`config.mk`:
```
export PLATFORM = sky130hd
export DESIGN_NAME = interrupt_sequencer_flat
export DESIGN_NICKNAME = d
export VERILOG_FILES = /design/src/rtl/interrupt_sequencer_if.sv /design/src/rtl/interrupt_sequencer.sv /design/src/flat_wrapper.sv
export SDC_FILE = /design/constraint.sdc
export NUM_CORES = 1
export LEC_CHECK = 0
export CAP_MARGIN = 20
export CORE_MARGIN = 2
export CORE_UTILIZATION = 50
export DETAILED_ROUTE_END_ITERATION = 12
export HOLD_SLACK_MARGIN = 0.15
export PLACE_DENSITY = 0.85
export SLEW_MARGIN = 20
export SYNTH_ARGS = -nofsm -noshare
export SYNTH_HDL_FRONTEND = slang
export SYNTH_SLANG_ARGS = --single-unit
```
`constraint.sdc`:
```
create_clock -name clock -period 6.01 [get_ports clock]
set_clock_uncertainty 0.1 [all_clocks]
set_input_delay 1.803 -clock clock [delete_from_list [all_inputs] [get_ports clock]]
set_output_delay 1.803 -clock clock [all_outputs]
set_load 0.02 [all_outputs]
```
`src/rtl/interrupt_sequencer_if.sv`:
```
// -----------------------------------------------------------------------------
// interrupt_sequencer_if
//
// Purpose:
//   Groups the interrupt sequencer's command, request and CPU handshake signals
//   into one bundle. The clock and reset stay plain ports on the module.
//
// Signals (direction seen from the sequencer, modport slave):
//   write_initial_command_word_1_reset  in   ICW1 write; synchronous clear
//   interrupt_request_register          in   [7:0] pending requests (IRR)
//   interrupt_mask                      in   [7:0] OCW1 mask, 1 = masked
//   interrupt_acknowledge_n             in   INTA#, already synchronous
//   interrupt_vector_base               in   [4:0] ICW2 T7..T3
//   auto_eoi_config                     in   ICW4 AEOI
//   end_of_interrupt                    in   one-cycle OCW2 EOI pulse
//   specific_eoi                        in   1 = specific EOI
//   eoi_level                           in   [2:0] level for a specific EOI
//   interrupt_to_cpu                    out  INT pin
//   freeze                              out  holds the IRR during acknowledge
//   clear_interrupt_request             out  [7:0] one-cycle IRR clear
//   in_service_register                 out  [7:0] ISR
//   interrupt_vector                    out  [7:0] vector byte
//   interrupt_vector_enable             out  vector valid / bus drive request
//
// Modports:
//   slave  - the sequencer itself
//   master - the surrounding PIC logic (or a testbench) driving it
// -----------------------------------------------------------------------------
interface interrupt_sequencer_if;
  logic       write_initial_command_word_1_reset;
  logic [7:0] interrupt_request_register;
  logic [7:0] interrupt_mask;
  logic       interrupt_acknowledge_n;
  logic [4:0] interrupt_vector_base;
  logic       auto_eoi_config;
  logic       end_of_interrupt;
  logic       specific_eoi;
  logic [2:0] eoi_level;
  logic       interrupt_to_cpu;
  logic       freeze;
  logic [7:0] clear_interrupt_request;
  logic [7:0] in_service_register;
  logic [7:0] interrupt_vector;
  logic       interrupt_vector_enable;

  modport slave (
    input  write_initial_command_word_1_reset,
    input  interrupt_request_register,
    input  interrupt_mask,
    input  interrupt_acknowledge_n,
    input  interrupt_vector_base,
    input  auto_eoi_config,
    input  end_of_interrupt,
    input  specific_eoi,
    input  eoi_level,
    output interrupt_to_cpu,
    output freeze,
    output clear_interrupt_request,
    output in_service_register,
    output interrupt_vector,
    output interrupt_vector_enable
  );

  modport master (
    output write_initial_command_word_1_reset,
    output interrupt_request_register,
    output interrupt_mask,
    output interrupt_acknowledge_n,
    output interrupt_vector_base,
    output auto_eoi_config,
    output end_of_interrupt,
    output specific_eoi,
    output eoi_level,
    input  interrupt_to_cpu,
    input  freeze,
    input  clear_interrupt_request,
    input  in_service_register,
    input  interrupt_vector,
    input  interrupt_vector_enable
  );
endinterface

```
`src/rtl/interrupt_sequencer.sv`:
```
// -----------------------------------------------------------------------------
// interrupt_sequencer
//
// Purpose:
//   Interrupt sequencing controller of an 8259-compatible PIC. Resolves
//   priority among unmasked pending requests, raises INT, runs the two-pulse
//   8086-mode INTA# handshake, keeps the in-service register and drives the
//   vector byte {base[4:0], level[2:0]}.
//
// Ports:
//   clock    in  system clock, all state updates on the rising edge
//   reset_n  in  asynchronous active-low reset
//   bus      interrupt_sequencer_if.slave (command inputs, IRR, INTA#,
//            INT, freeze, IRR clear, ISR and vector outputs)
//
// Configuration:
//   PIC_ROTATE_ON_EOI_EN  when defined, a non-specific EOI or an AEOI
//                         completion on level k makes k the lowest-priority
//                         level (automatic rotation). When undefined the
//                         lowest-priority level is fixed at 7 (IR0 highest).
// -----------------------------------------------------------------------------
module interrupt_sequencer (
  input  logic                   clock,
  input  logic                   reset_n,
  interrupt_sequencer_if.slave   bus
);

  typedef enum logic [2:0] {
    IDLE,
    ACK1_WAIT,
    ACK1_ACTIVE,
    ACK2_WAIT,
    ACK2_ACTIVE
  } state_t;

  state_t     state_reg;
  logic       inta_prev_reg;
  logic       int_reg;
  logic       freeze_reg;
  logic [7:0] clear_request_reg;
  logic [7:0] isr_reg;
  logic [7:0] vector_reg;
  logic       vector_enable_reg;
  logic [2:0] ack_level_reg;
  logic       spurious_reg;

  logic [2:0] lowest_priority_level;

  // ---------------------------------------------------------------------------
  // Priority resolution
  //
  // Both the pending vector and the ISR are rotated so that bit 0 holds the
  // highest-priority level (lowest_priority_level + 1). A plain "lowest set
  // bit" search on the rotated vectors then yields priority ranks, and the
  // rank comparison directly answers "does the request outrank the ISR".
  // ---------------------------------------------------------------------------
  logic [7:0] pending;
  logic [2:0] rot_shift;
  logic [7:0] pending_rot;
  logic [7:0] isr_rot;

  assign pending   = bus.interrupt_request_register & ~bus.interrupt_mask;
  assign rot_shift = lowest_priority_level + 3'd1;

  genvar gi;
  generate
    for (gi = 0; gi < 8; gi++) begin : g_rotate
      // 3-bit index arithmetic wraps modulo 8 naturally.
      assign pending_rot[gi] = pending[3'(gi) + rot_shift];
      assign isr_rot[gi]     = isr_reg[3'(gi) + rot_shift];
    end
  endgenerate

  // Returns {found, index} of the lowest set bit.
  function automatic logic [3:0] first_set(input logic [7:0] v);
    logic [3:0] r;
    r = 4'd0;
    for (int i = 7; i >= 0; i--) begin
      if (v[i]) r = {1'b1, 3'(i)};
    end
    return r;
  endfunction

  logic [3:0] pending_first;
  logic [3:0] isr_first;
  logic       pending_found;
  logic       isr_found;
  logic [2:0] pending_rank;
  logic [2:0] isr_rank;
  logic [2:0] highest_pending_level;
  logic [2:0] highest_isr_level;
  logic       request_valid;

  assign pending_first         = first_set(pending_rot);
  assign isr_first             = first_set(isr_rot);
  assign pending_found         = pending_first[3];
  assign isr_found             = isr_first[3];
  assign pending_rank          = pending_first[2:0];
  assign isr_rank              = isr_first[2:0];
  assign highest_pending_level = pending_rank + rot_shift;
  assign highest_isr_level     = isr_rank + rot_shift;

  // A request equal in priority to the highest in-service level does not
  // interrupt it; only strictly higher priority nests.
  assign request_valid = pending_found && (!isr_found || (pending_rank < isr_rank));

  // ---------------------------------------------------------------------------
  // INTA# edge detection against the previous sampled value
  // ---------------------------------------------------------------------------
  logic inta_fall;
  logic inta_rise;

  assign inta_fall = inta_prev_reg & ~bus.interrupt_acknowledge_n;
  assign inta_rise = ~inta_prev_reg & bus.interrupt_acknowledge_n;

  // ---------------------------------------------------------------------------
  // ISR set/clear masks for this cycle. Set wins over clear on the same bit;
  // clears on other bits still apply in the same cycle.
  // ---------------------------------------------------------------------------
  logic [7:0] isr_set_mask;
  logic [7:0] isr_clear_mask;
  logic [7:0] isr_next;
  logic       aeoi_complete;
  logic       nonspecific_hit;

  assign aeoi_complete   = (state_reg == ACK2_ACTIVE) && inta_rise &&
                           bus.auto_eoi_config && !spurious_reg;
  assign nonspecific_hit = bus.end_of_interrupt && !bus.specific_eoi && isr_found;

  always_comb begin
    isr_set_mask   = 8'h00;
    isr_clear_mask = 8'h00;
    if ((state_reg == ACK1_WAIT) && inta_fall && pending_found) begin
      isr_set_mask = 8'(1) << highest_pending_level;
    end
    if (bus.end_of_interrupt && bus.specific_eoi) begin
      isr_clear_mask = isr_clear_mask | (8'(1) << bus.eoi_level);
    end
    if (nonspecific_hit) begin
      isr_clear_mask = isr_clear_mask | (8'(1) << highest_isr_level);
    end
    if (aeoi_complete) begin
      isr_clear_mask = isr_clear_mask | (8'(1) << ack_level_reg);
    end
  end

  assign isr_next = (isr_reg & ~isr_clear_mask) | isr_set_mask;

  // ---------------------------------------------------------------------------
  // Lowest-priority level (rotation)
  // ---------------------------------------------------------------------------
`ifdef PIC_ROTATE_ON_EOI_EN
  logic [2:0] lowest_priority_reg;

  always_ff @(posedge clock or negedge reset_n) begin
    if (!reset_n) begin
      lowest_priority_reg <= 3'd7;
    end else if (bus.write_initial_command_word_1_reset) begin
      lowest_priority_reg <= 3'd7;
    end else if (aeoi_complete) begin
      // AEOI completion and a non-specific EOI in the same cycle both rotate;
      // the acknowledge that just finished is the more recent service.
      lowest_priority_reg <= ack_level_reg;
    end else if (nonspecific_hit) begin
      lowest_priority_reg <= highest_isr_level;
    end
  end

  assign lowest_priority_level = lowest_priority_reg;
`else
  assign lowest_priority_level = 3'd7;
`endif

  // ---------------------------------------------------------------------------
  // Acknowledge sequencer with registered outputs
  // ---------------------------------------------------------------------------
  always_ff @(posedge clock or negedge reset_n) begin
    if (!reset_n) begin
      state_reg         <= IDLE;
      inta_prev_reg     <= 1'b1;
      int_reg           <= 1'b0;
      freeze_reg        <= 1'b0;
      clear_request_reg <= 8'h00;
      isr_reg           <= 8'h00;
      vector_reg        <= 8'h00;
      vector_enable_reg <= 1'b0;
      ack_level_reg     <= 3'd0;
      spurious_reg      <= 1'b0;
    end else if (bus.write_initial_command_word_1_reset) begin
      state_reg         <= IDLE;
      inta_prev_reg     <= 1'b1;
      int_reg           <= 1'b0;
      freeze_reg        <= 1'b0;
      clear_request_reg <= 8'h00;
      isr_reg           <= 8'h00;
      vector_reg        <= 8'h00;
      vector_enable_reg <= 1'b0;
      ack_level_reg     <= 3'd0;
      spurious_reg      <= 1'b0;
    end else begin
      inta_prev_reg     <= bus.interrupt_acknowledge_n;
      clear_request_reg <= 8'h00;
      isr_reg           <= isr_next;

      case (state_reg)
        IDLE: begin
          if (request_valid) begin
            int_reg   <= 1'b1;
            state_reg <= ACK1_WAIT;
          end
        end

        // INT is held even if the request goes away; the first INTA# then
        // resolves to a spurious level-7 acknowledge.
        ACK1_WAIT: begin
          if (inta_fall) begin
            int_reg    <= 1'b0;
            freeze_reg <= 1'b1;
            if (pending_found) begin
              ack_level_reg     <= highest_pending_level;
              spurious_reg      <= 1'b0;
              clear_request_reg <= 8'(1) << highest_pending_level;
            end else begin
              ack_level_reg <= 3'd7;
              spurious_reg  <= 1'b1;
            end
            state_reg <= ACK1_ACTIVE;
          end
        end

        ACK1_ACTIVE: begin
          if (inta_rise) begin
            state_reg <= ACK2_WAIT;
          end
        end

        ACK2_WAIT: begin
          if (inta_fall) begin
            vector_reg        <= {bus.interrupt_vector_base, ack_level_reg};
            vector_enable_reg <= 1'b1;
            state_reg         <= ACK2_ACTIVE;
          end
        end

        ACK2_ACTIVE: begin
          if (inta_rise) begin
            vector_enable_reg <= 1'b0;
            freeze_reg        <= 1'b0;
            state_reg         <= IDLE;
          end
        end

        default: begin
          state_reg <= IDLE;
        end
      endcase
    end
  end

  assign bus.interrupt_to_cpu        = int_reg;
  assign bus.freeze                  = freeze_reg;
  assign bus.clear_interrupt_request = clear_request_reg;
  assign bus.in_service_register     = isr_reg;
  assign bus.interrupt_vector        = vector_reg;
  assign bus.interrupt_vector_enable = vector_enable_reg;

endmodule

```
`src/flat_wrapper.sv`:
```
// flat-port wrapper written by rule: the top's interface ports become plain ports
module interrupt_sequencer_flat 
  (clock, reset_n, bus_write_initial_command_word_1_reset, bus_interrupt_request_register, bus_interrupt_mask, bus_interrupt_acknowledge_n, bus_interrupt_vector_base, bus_auto_eoi_config, bus_end_of_interrupt, bus_specific_eoi, bus_eoi_level, bus_interrupt_to_cpu, bus_freeze, bus_clear_interrupt_request, bus_in_service_register, bus_interrupt_vector, bus_interrupt_vector_enable);
  interrupt_sequencer_if bus_i ();
  input  logic clock;
  input  logic reset_n;
  input wire logic [$bits(bus_i.write_initial_command_word_1_reset)-1:0] bus_write_initial_command_word_1_reset;
  input wire logic [$bits(bus_i.interrupt_request_register)-1:0] bus_interrupt_request_register;
  input wire logic [$bits(bus_i.interrupt_mask)-1:0] bus_interrupt_mask;
  input wire logic [$bits(bus_i.interrupt_acknowledge_n)-1:0] bus_interrupt_acknowledge_n;
  input wire logic [$bits(bus_i.interrupt_vector_base)-1:0] bus_interrupt_vector_base;
  input wire logic [$bits(bus_i.auto_eoi_config)-1:0] bus_auto_eoi_config;
  input wire logic [$bits(bus_i.end_of_interrupt)-1:0] bus_end_of_interrupt;
  input wire logic [$bits(bus_i.specific_eoi)-1:0] bus_specific_eoi;
  input wire logic [$bits(bus_i.eoi_level)-1:0] bus_eoi_level;
  output wire logic [$bits(bus_i.interrupt_to_cpu)-1:0] bus_interrupt_to_cpu;
  output wire logic [$bits(bus_i.freeze)-1:0] bus_freeze;
  output wire logic [$bits(bus_i.clear_interrupt_request)-1:0] bus_clear_interrupt_request;
  output wire logic [$bits(bus_i.in_service_register)-1:0] bus_in_service_register;
  output wire logic [$bits(bus_i.interrupt_vector)-1:0] bus_interrupt_vector;
  output wire logic [$bits(bus_i.interrupt_vector_enable)-1:0] bus_interrupt_vector_enable;
  assign bus_i.write_initial_command_word_1_reset = bus_write_initial_command_word_1_reset;
  assign bus_i.interrupt_request_register = bus_interrupt_request_register;
  assign bus_i.interrupt_mask = bus_interrupt_mask;
  assign bus_i.interrupt_acknowledge_n = bus_interrupt_acknowledge_n;
  assign bus_i.interrupt_vector_base = bus_interrupt_vector_base;
  assign bus_i.auto_eoi_config = bus_auto_eoi_config;
  assign bus_i.end_of_interrupt = bus_end_of_interrupt;
  assign bus_i.specific_eoi = bus_specific_eoi;
  assign bus_i.eoi_level = bus_eoi_level;
  assign bus_interrupt_to_cpu = bus_i.interrupt_to_cpu;
  assign bus_freeze = bus_i.freeze;
  assign bus_clear_interrupt_request = bus_i.clear_interrupt_request;
  assign bus_in_service_register = bus_i.in_service_register;
  assign bus_interrupt_vector = bus_i.interrupt_vector;
  assign bus_interrupt_vector_enable = bus_i.interrupt_vector_enable;
  interrupt_sequencer u_core (.clock(clock), .reset_n(reset_n), .bus(bus_i));
endmodule
```
## Word-level counts from Yosys, hierarchy flattened

Cells that the tools add are included.

- Register bits: 35

- Magnitude comparators: 1
- Eq/ne operators: 9
- Shift-type cells: 4
- Mux-type cells: 54
- Bitwise gates (word level): 11
- Reductions and logical operators: 26

Operators with widths:

| cell | count |
|---|---|
| $mux 8 | 12 |
| $mux 4 | 16 |
| $shl 1x3->8 const A | 4 |
| $mux 3 | 10 |
| $or 8x8->8 | 3 |
| $and 8x8->8 | 2 |
| $not 8->8 | 2 |
| $ne 3x2->1 const B | 5 |
| $pmux 3 s5 | 1 |
| $mux 1 | 12 |
| $logic_and 1x1->1 | 9 |
| $reduce_and 3->1 | 3 |
| $reduce_bool 3->1 | 3 |
| $eq 3x2->1 const B | 2 |
| $pmux 1 s2 | 3 |
| $reduce_bool 2->1 | 3 |
| $reduce_and 5->1 | 1 |
| $reduce_and 2->1 | 2 |
| $eq 3x1->1 const B | 1 |
| $eq 3x3->1 const B | 1 |
| $logic_not 1->1 | 3 |
| $logic_not 3->1 | 1 |
| $lt 3x3->1 | 1 |
| $and 1x1->1 | 2 |
| other kinds (2) | 3 |

## Depth between registers and ports, before layout

Gate-level depths: netlist (run 1).

- Word-level depth: 17
- Gate-level depth with buffers: 9
- Gate-level depth less buffers: 9

## Worst setup path before layout (run 1)

OpenSTA, ideal clock, no wires.

- Path type: input to register
- Start: input bus_interrupt_request_register[3]
- End: register u_core.int_reg, in the netlist u_core.bus.interrupt_to_cpu
- Setup time: 0.083 ns
- Data arrival time: 3.379 ns
- Required time: 5.827 ns
- Path slack: 2.448 ns
- Stages: 8
- Buffers on the path: 0
- Path through: nor2b_1 > or4b_2 > nor2_1 > ha_1 > o21a_1 > o22ai_1 > a31oi_1 > o21ai_0

- Cells in the longest elaborated chain, start to end: 10

RTL lines:

| item | RTL line | RTL |
|---|---|---|
| start, declared | flat_wrapper.sv:8 | `input wire logic [$bits(bus_i.interrupt_request_register)-1:0] bus_interrupt_request_register;` |
| $and 8x8->8 (*) | interrupt_sequencer.sv:62 | `assign pending = bus.interrupt_request_register & ~bus.interrupt_mask;` |
| $mux 4 (*) (4 in series) | interrupt_sequencer.sv:79 | `if (v[i]) r = {1'b1, 3'(i)};` |
| $lt 3x3->1 | interrupt_sequencer.sv:105 | `assign request_valid = pending_found && (!isr_found \|\| (pending_rank < isr_rank));` |
| $logic_or 1x1->1 | interrupt_sequencer.sv:105 |  |
| $logic_and 1x1->1 (*) | interrupt_sequencer.sv:105 |  |
| $ne 3x2->1 (no source line) (*) | -- |  |
| $reduce_and 3->1 (no source line) (*) | -- |  |
| end signal, assigned | interrupt_sequencer.sv:181 | `int_reg <= 1'b0;` |
| end signal, assigned | interrupt_sequencer.sv:192 | `int_reg <= 1'b0;` |
| end signal, assigned | interrupt_sequencer.sv:208 | `int_reg <= 1'b1;` |
| end, declared | interrupt_sequencer.sv:38 | `logic int_reg;` |

Mark *: on every way between the ends. The rest lies on a longest branch, timed or not.
A chain may end at the register's enable or synchronous reset.

## Worst setup path in the final report (run 1)

- Start: input bus_interrupt_request_register[4]
- End: register u_core.int_reg, in the netlist u_core.bus.interrupt_to_cpu

- Cells in the longest elaborated chain, start to end: 11

RTL lines:

| item | RTL line |
|---|---|
| $and 8x8->8 (*) | interrupt_sequencer.sv:62 |
| $mux 4 (*) (5 in series) | interrupt_sequencer.sv:79 |
| $lt 3x3->1 | interrupt_sequencer.sv:105 |
| $logic_or 1x1->1 | interrupt_sequencer.sv:105 |
| $logic_and 1x1->1 (*) | interrupt_sequencer.sv:105 |
| $ne 3x2->1 (no source line) (*) | -- |
| $reduce_and 3->1 (no source line) (*) | -- |

Marked as above.

==> results of run 1 <==
-- cell families (layout without fill, tap and decap cells) --
logic type      Yosys count  after routing  share of synthesized area
flops                    35             35                      0.464
fa+ha+maj                 2              2                     0.0132
mux                       8              8                     0.0424
simple gates             99             99                      0.277
xor+xnor                  1              1                    0.00464
compound gates           49             49                      0.179
buf+inv                  10             72                     0.0199
-- Yosys cell counts, drive strengths merged, types with 4 or more instances --
cell type  instances  area (um^2)
nand2b            12         75.1
o21ai             14         70.1
a211oi             4         30.0
inv                5         18.8
nand3              4         20.0
nand2             15         56.3
nor2b              9         56.3
dfrtp             34          851
mux2i              8         80.1
a21oi              5         25.0
nor2              30          113
nor3               8         40.0
-- final cells by class --
class,count,area [um^2]
clock inverter,3,43.8
inverter,5,18.8
multi-input combinational,159,975
timing repair buffer,59,586
sequential,35,877
fill,279,1000
tap,48,60.1
clock buffer,5,68.8
-- final timing paths --
| check | start | endpoint | slack [ps] | cells after the start |
|---|---|---|---|---|
| setup / recovery | bus_interrupt_request_register[4] | u_core.bus.interrupt_to_cpu$_DFFE_PN0P_ | 1940 | 9 |
| hold / removal | u_core.bus.interrupt_to_cpu$_DFFE_PN0P_ | u_core.bus.interrupt_to_cpu$_DFFE_PN0P_ | 420 | 2 |
| setup reg to reg | u_core.inta_prev_reg$_DFF_PN1_ | u_core.bus.in_service_register[7]$_DFF_PN0_ | 3770 | 5 |
| hold reg to reg | u_core.bus.interrupt_to_cpu$_DFFE_PN0P_ | u_core.bus.interrupt_to_cpu$_DFFE_PN0P_ | 420 | 2 |
| max in group asynchronous | reset_n | u_core.inta_prev_reg$_DFF_PN1_ | 3650 | 2 |
| min in group asynchronous | reset_n | u_core.bus.clear_interrupt_request[3]$_DFF_PN0_ | 1820 | 2 |
-- metal layers --
layer / part of all wire / GRT usage / vias up / wire (um)
met1: 0.45 / 0.331 / 833 / 2080
met5: 0 / 0 / - / 0
met3: 0.068 / 0.0565 / 7 / 311
met2: 0.47 / 0.370 / 76 / 2140
li1: - / - / 865 / -
met4: 0.015 / 0.0807 / 0 / 70
-- power by group --
| part | switching (mW) | internal (mW) |
|---|---|---|
| combinational | 0.0555 | 0.0531 |
| sequential | 0.0133 | 0.247 |
| clock | 0.0868 | 0.123 |
| total | 0.156 | 0.423 |
-- layout by cell type, fill, tap and decap left out, types with 2 or more instances in the layout --
master	synthesis	layout
sky130_fd_sc_hd__clkdlybuf4s50_1	0	57
sky130_fd_sc_hd__dfrtp_1	34	34
sky130_fd_sc_hd__nor2_1	30	30
sky130_fd_sc_hd__nand2_1	15	15
sky130_fd_sc_hd__o21ai_0	13	13
sky130_fd_sc_hd__nand2b_1	12	12
sky130_fd_sc_hd__nor2b_1	9	9
sky130_fd_sc_hd__nor3_1	8	8
sky130_fd_sc_hd__mux2i_1	8	8
sky130_fd_sc_hd__inv_1	5	5
sky130_fd_sc_hd__a21oi_1	5	5
sky130_fd_sc_hd__clkbuf_8	0	5
sky130_fd_sc_hd__nand3_1	4	4
sky130_fd_sc_hd__a211oi_1	4	4
sky130_fd_sc_hd__o311a_1	3	3
sky130_fd_sc_hd__o22ai_1	3	3
sky130_fd_sc_hd__a21o_1	3	3
sky130_fd_sc_hd__a2111oi_0	2	2
sky130_fd_sc_hd__nor3b_1	2	2
sky130_fd_sc_hd__a211o_1	2	2
sky130_fd_sc_hd__and3_1	2	2
sky130_fd_sc_hd__or3_1	2	2
sky130_fd_sc_hd__o21bai_1	2	2
sky130_fd_sc_hd__o31ai_1	2	2
sky130_fd_sc_hd__nor4_1	2	2
sky130_fd_sc_hd__o2111ai_1	2	2
sky130_fd_sc_hd__or2_2	2	2
sky130_fd_sc_hd__ha_1	2	2
sky130_fd_sc_hd__buf_4	0	2
-- critical path, cell delays in order --
cell and delay, ps:
sky130_fd_sc_hd__clkdlybuf4s50_1 390, sky130_fd_sc_hd__nor2b_1 140, sky130_fd_sc_hd__a2111oi_0 830, sky130_fd_sc_hd__nor2_1 120, sky130_fd_sc_hd__ha_1 340, sky130_fd_sc_hd__o21a_1 110, sky130_fd_sc_hd__o22ai_1 130, sky130_fd_sc_hd__a31oi_1 80
sky130_fd_sc_hd__o21ai_0 220
==> metrics.csv, run 1 <==
metric,value,unit
outcome,"finished, final reports clean",
drive_gt1_frac,0.0526,
fin_tns_setup,0,ps
totalWireLength,4.60,mm
max-vdd-ir-drop,0.163,mV
wl_per_cell,14.6,um
syn_to_final_growth,39.1,%
dp.final_hpwl,3.44,mm
design.die.area,4290,um^2
grt_pass1_wl,7.85,mm
via_count_of_the_first_global_routing_pass,1715,
number_of_antenna_violations_at_the_first_check_in_global_routing,0,
syn_inst,204,
timing_worst_setup_path_type,in -> reg,
global_route.overflow_total,0,
first_pass_iters,4,
chipHeight,65.5,um
synth_async_sr_flop_share,1.00,
fraction_of_the_cycle_the_final_worst_path_needs,0.677,
core_area,3630,um^2
clock_tree.root_cell,sky130_fd_sc_hd__clkbuf_8,
ys.warnings.count,0,
final-setup-viol-count,0,
grt_setup_unrepaired,no,
worst_setup_path_start_kind,input pin,
placed_cell_area,2520,um^2
synth_cell_types,49,
viasPerCell,5.67,
synth_top_flop_cell,sky130_fd_sc_hd__dfrtp_1,
drcViolationCount,0,
finalHoldViolCount,0,
ys_seq_elements,35,
post_cts_resize_count,0,
dp_cells,306,
cts_tree,yes,
place.gp.congestion,0.857,
synth-edff-count,0,
drt_iter0_markers,100,
arrival_time_worst_endpoint,4180,ps
synth_cell_area,1890,um^2
final_non_filler_cell_total,314,
relSlewSlack,0.357,
synth.yosys.seq_area_share,0.464,
grt_usage,0.239,
initial_core_util,0.520,
post_cts.repair.setup_buffers,0,
hold_class,reg -> reg,
clk-insertion-delay-late,290,ps
grt_max_degree,36,
htree_num_levels,2,
post-route-cell-area,2630,um^2
timing_worst_slew_pin_value,940,ps
mapped_avg_cell_area,9.26,um^2
fin_ws,1940,ps
slew_violations,0,
fin_util,0.723,
whs,420,ps
routed-via-count,1781,
cts.sink_count,35,
total_leakage_power,1.12,nW
syn-num-nets,237,
critPathRequiredTime,6110,ps
ports_placed_on_the_boundary,58,
pwr_density_cell,220,nW/um^2
final_period_minus_worst_setup_slack,4070,ps
insertedDiodeCount,0,
clock_tree_buf_depth,2,
clkSlewWorstSetupHoldPaths,70,ps
tritoncts.num_buffers,5,
critical_path_peak_fanout,3,
rows,22,
placement.io_buffers,57,
post_cts_hold_buffer_count,0,
route.antenna.remaining_nets,0,
cap_violations,0,
finish.net_count,298,
dpl_worst_slack,1700,ps
die_width,65.5,um
overall_power_after_layout,0.579,mW
timing.fmax,246,MHz
critical_path.endpoint_type,flip-flop,
(Power assumes the default switching activity.)
==> run 2: changes to the inputs <==
--- a/config.mk
+++ b/config.mk
@@ -7,10 +7,10 @@
 export LEC_CHECK = 0
 export CAP_MARGIN = 20
 export CORE_MARGIN = 2
-export CORE_UTILIZATION = 50
+export CORE_UTILIZATION = 42
 export DETAILED_ROUTE_END_ITERATION = 12
 export HOLD_SLACK_MARGIN = 0.15
-export PLACE_DENSITY = 0.85
+export PLACE_DENSITY = 0.76
 export SLEW_MARGIN = 20
 export SYNTH_ARGS = -nofsm -noshare
 export SYNTH_HDL_FRONTEND = slang
==> constraint.sdc (replaced) <==
create_clock -name clock -period 3.7 [get_ports clock]
set_clock_uncertainty 0.1 [all_clocks]
set_input_delay 1.11 -clock clock [delete_from_list [all_inputs] [get_ports clock]]
set_output_delay 1.11 -clock clock [all_outputs]
set_load 0.02 [all_outputs]
==> run 2 against run 1 <==
  * Clock power increased by 31%
  * First-iteration DRC count decreased by 24%
  * Design area increased by 0.43%
  * Routed wire length increased by 2.3%
  * Critical path depth unchanged
  * Die area increased by 18%
  * Sequential cell count unchanged
  * Critical path type unchanged
  * Highest routed layer unchanged
==> metrics.csv, run 2 (same netlist as run 1, synthesis figures left out) <==
metric,value,unit,change
outcome,"finished, final reports clean",,
p_sw_frac,0.292,,+0.0237
wl_per_cell,14.6,um,-0.28%
initial_core_util,0.434,,-0.0861
number_of_antenna_violations_at_the_first_check_in_global_routing,0,,unchanged
total_leakage_power,1.12,nW,about the same
clk-insertion-delay-late,290,ps,about the same
timing.fmax,319,MHz,
core_area,4350,um^2,+20%
cts.sink_count,35,,unchanged
slew_violations,0,,unchanged
ports_placed_on_the_boundary,58,,unchanged
cap_violations,0,,unchanged
final_period_minus_worst_setup_slack,3130,ps,
timing_worst_setup_path_type,in -> reg,,
arrival_time_worst_endpoint,3240,ps,-940 ps
crit_reg_reg_endpoint,u_core.bus.in_service_register[4]$_DFF_PN0_,,
clock_tree.root_cell,sky130_fd_sc_hd__clkbuf_8,,
grt_setup_unrepaired,no,,
post_cts_resize_count,0,,unchanged
fin_tns_setup,0,ps,unchanged
layout_common_cells,"sky130_fd_sc_hd__clkdlybuf4s50_1 (57), sky130_fd_sc_hd__dfrtp_1 (34), sky130_fd_sc_hd__nor2_1 (30)",,
clock_power_share,0.312,,-0.051
critical_path.endpoint_type,flip-flop,,
regToRegSetupSlack,1500,ps,-2270 ps
placement.io_buffers,57,,unchanged
syn_to_final_growth,39.7,%,
drive_gt1_frac,0.0667,,+0.0140
fraction_of_the_cycle_the_final_worst_path_needs,0.846,,
first_pass_iters,5,,+1
finish.net_count,302,,+1.3%
global_route.overflow_total,0,,unchanged
clock_tree_buf_depth,2,,unchanged
crit_slowest_cell,sky130_fd_sc_hd__or4b_2,,
tritoncts.num_buffers,5,,unchanged
worst_setup_path_start_kind,input pin,,
drt_iter0_markers,76,,-24%
drcViolationCount,0,,unchanged
die_width,71.1,um,+8.6%
crit_path_cell_trace,clkdlybuf4s50_1 -> nand2b_1 -> or4b_2 -> nor2_1 -> ha_1 -> o21a_1 -> o22ai_1 -> a31oi_1 -> o21ai_0,,
viasPerCell,5.52,,-2.8%
totalWireLength,4.70,mm,+2.3%
r2r-start,u_core.state_reg[1]$_DFFE_PN0P_,,
cts_tree,yes,,
mostFrequentLayoutCell,sky130_fd_sc_hd__clkdlybuf4s50_1,,
hold_class,reg -> reg,,
grt_usage,0.197,,-0.0420
grt_max_degree,36,,unchanged
combPwrFrac,0.206,,+0.018
post_cts.repair.setup_buffers,0,,unchanged
min_to,u_core.spurious_reg$_DFFE_PN0P_,,
rr_worst_depth,5,,unchanged
critical_path_peak_fanout,6,,+3
critical_path.max_stage_delay,630,ps,-200 ps
cellInternalPower,0.623,mW,+47%
rows,24,,+9.1%
via_count_of_the_first_global_routing_pass,1676,,-2.3%
place.gp.congestion,0.881,,+2.9%
dp.final_hpwl,3.61,mm,+5.0%
finalHoldViolCount,0,,unchanged
max-vdd-ir-drop,0.186,mV,+15%
chipHeight,71.1,um,+8.6%
insertedDiodeCount,0,,unchanged
netSwitchingPower,0.257,mW,+65%
fin_ws,568,ps,-1370 ps
final-setup-viol-count,0,,unchanged
worstHoldStart,u_core.spurious_reg$_DFFE_PN0P_,,
post_cts_hold_buffer_count,0,,unchanged
routed-via-count,1776,,-0.28%
clkSlewWorstSetupHoldPaths,70,ps,about the same
critPathRequiredTime,3800,ps,-2310 ps
sequentialPowerShare,0.482,,+0.033
design.die.area,5050,um^2,+18%
htree_num_levels,2,,unchanged
dpl_worst_slack,294,ps,-1410 ps
timing_worst_slew_pin_value,711,ps,-229 ps
grt_pass1_wl,7.85,mm,about the same
pwr_density_cell,333,nW/um^2,+51%
hold_path_depth,1,,-1
relSlewSlack,0.519,,+0.162
route.antenna.remaining_nets,0,,unchanged
[run 2: cell types whose count changed in the layout (fill, tap and decap cells not counted)]
cell                         previous run  this run
sky130_fd_sc_hd__clkinvlp_4             0         2
sky130_fd_sc_hd__clkinv_4               1         0
sky130_fd_sc_hd__bufinv_16              1         0
sky130_fd_sc_hd__buf_4                  2         6
[run 2: worst max-delay path by stage]
| stage | startpoint | to | slack (ps) |
|---|---|---|---|
| 4_1_cts | bus_interrupt_mask[1] | u_core.state_reg[0]$_DFFE_PN0P_ | 580 |
| 5_1_grt | bus_interrupt_mask[1] | u_core.state_reg[0]$_DFFE_PN0P_ | 410 |
| 6_report | bus_interrupt_mask[1] | u_core.state_reg[0]$_DFFE_PN0P_ | 570 |
| 3_3_place_gp | bus_interrupt_mask[1] | u_core.state_reg[0]$_DFFE_PN0P_ | 360 |
| 3_5_place_dp | bus_interrupt_mask[1] | u_core.bus.interrupt_to_cpu$_DFFE_PN0P_ | 290 |
| 2_1_floorplan | bus_interrupt_request_register[3] | u_core.bus.interrupt_to_cpu$_DFFE_PN0P_ | 830 |
[run 2: power groups by stage]
stage	registers, mW	clock network [mW]	logic, mW
CTS	0.423	0.281	0.182
detailed placement	0.430	0	0.181
global route	0.427	0.300	0.200
floorplan	0.436	0	0.0836
global placement	0.430	0	0.178
finish	0.424	0.275	0.181
[run 2: worst max-delay path: cells and delay by family]
family	cells	cell delay, ps
simple gates	3	950
compound gates	4	470
buf+inv	1	450
fa+ha+maj	1	250
[run 2: cell type report]
type	count	area (um^2)
Clock inverter	3	20.0
Clock buffer	5	68.8
Multi-Input combinational cell	159	975
Timing Repair Buffer	63	616
Inverter	5	18.8
Fill cell	374	1710
Tap cell	52	65.1
Sequential cell	35	877
[run 2: through the flow]
stage                     area, um^2   util  power [mW]  hold WS, ps  instances
after floorplan                 1890      -       0.519          359        204
after global placement          2550  0.586       0.608          388        314
after detailed placement        2550  0.586       0.611          391        314
after CTS                       2640  0.606       0.886          403        322
after global routing            2640  0.606       0.926          431        322
final                           2640  0.606       0.880          405        322
[run 2: per-layer routing]
layer	vias to the layer above	share of wire	global-route usage
met5	-	0	0
met4	0	0.0087	0.0839
met3	7	0.068	0.0399
met2	71	0.48	0.304
met1	822	0.45	0.271
li1	876	-	-
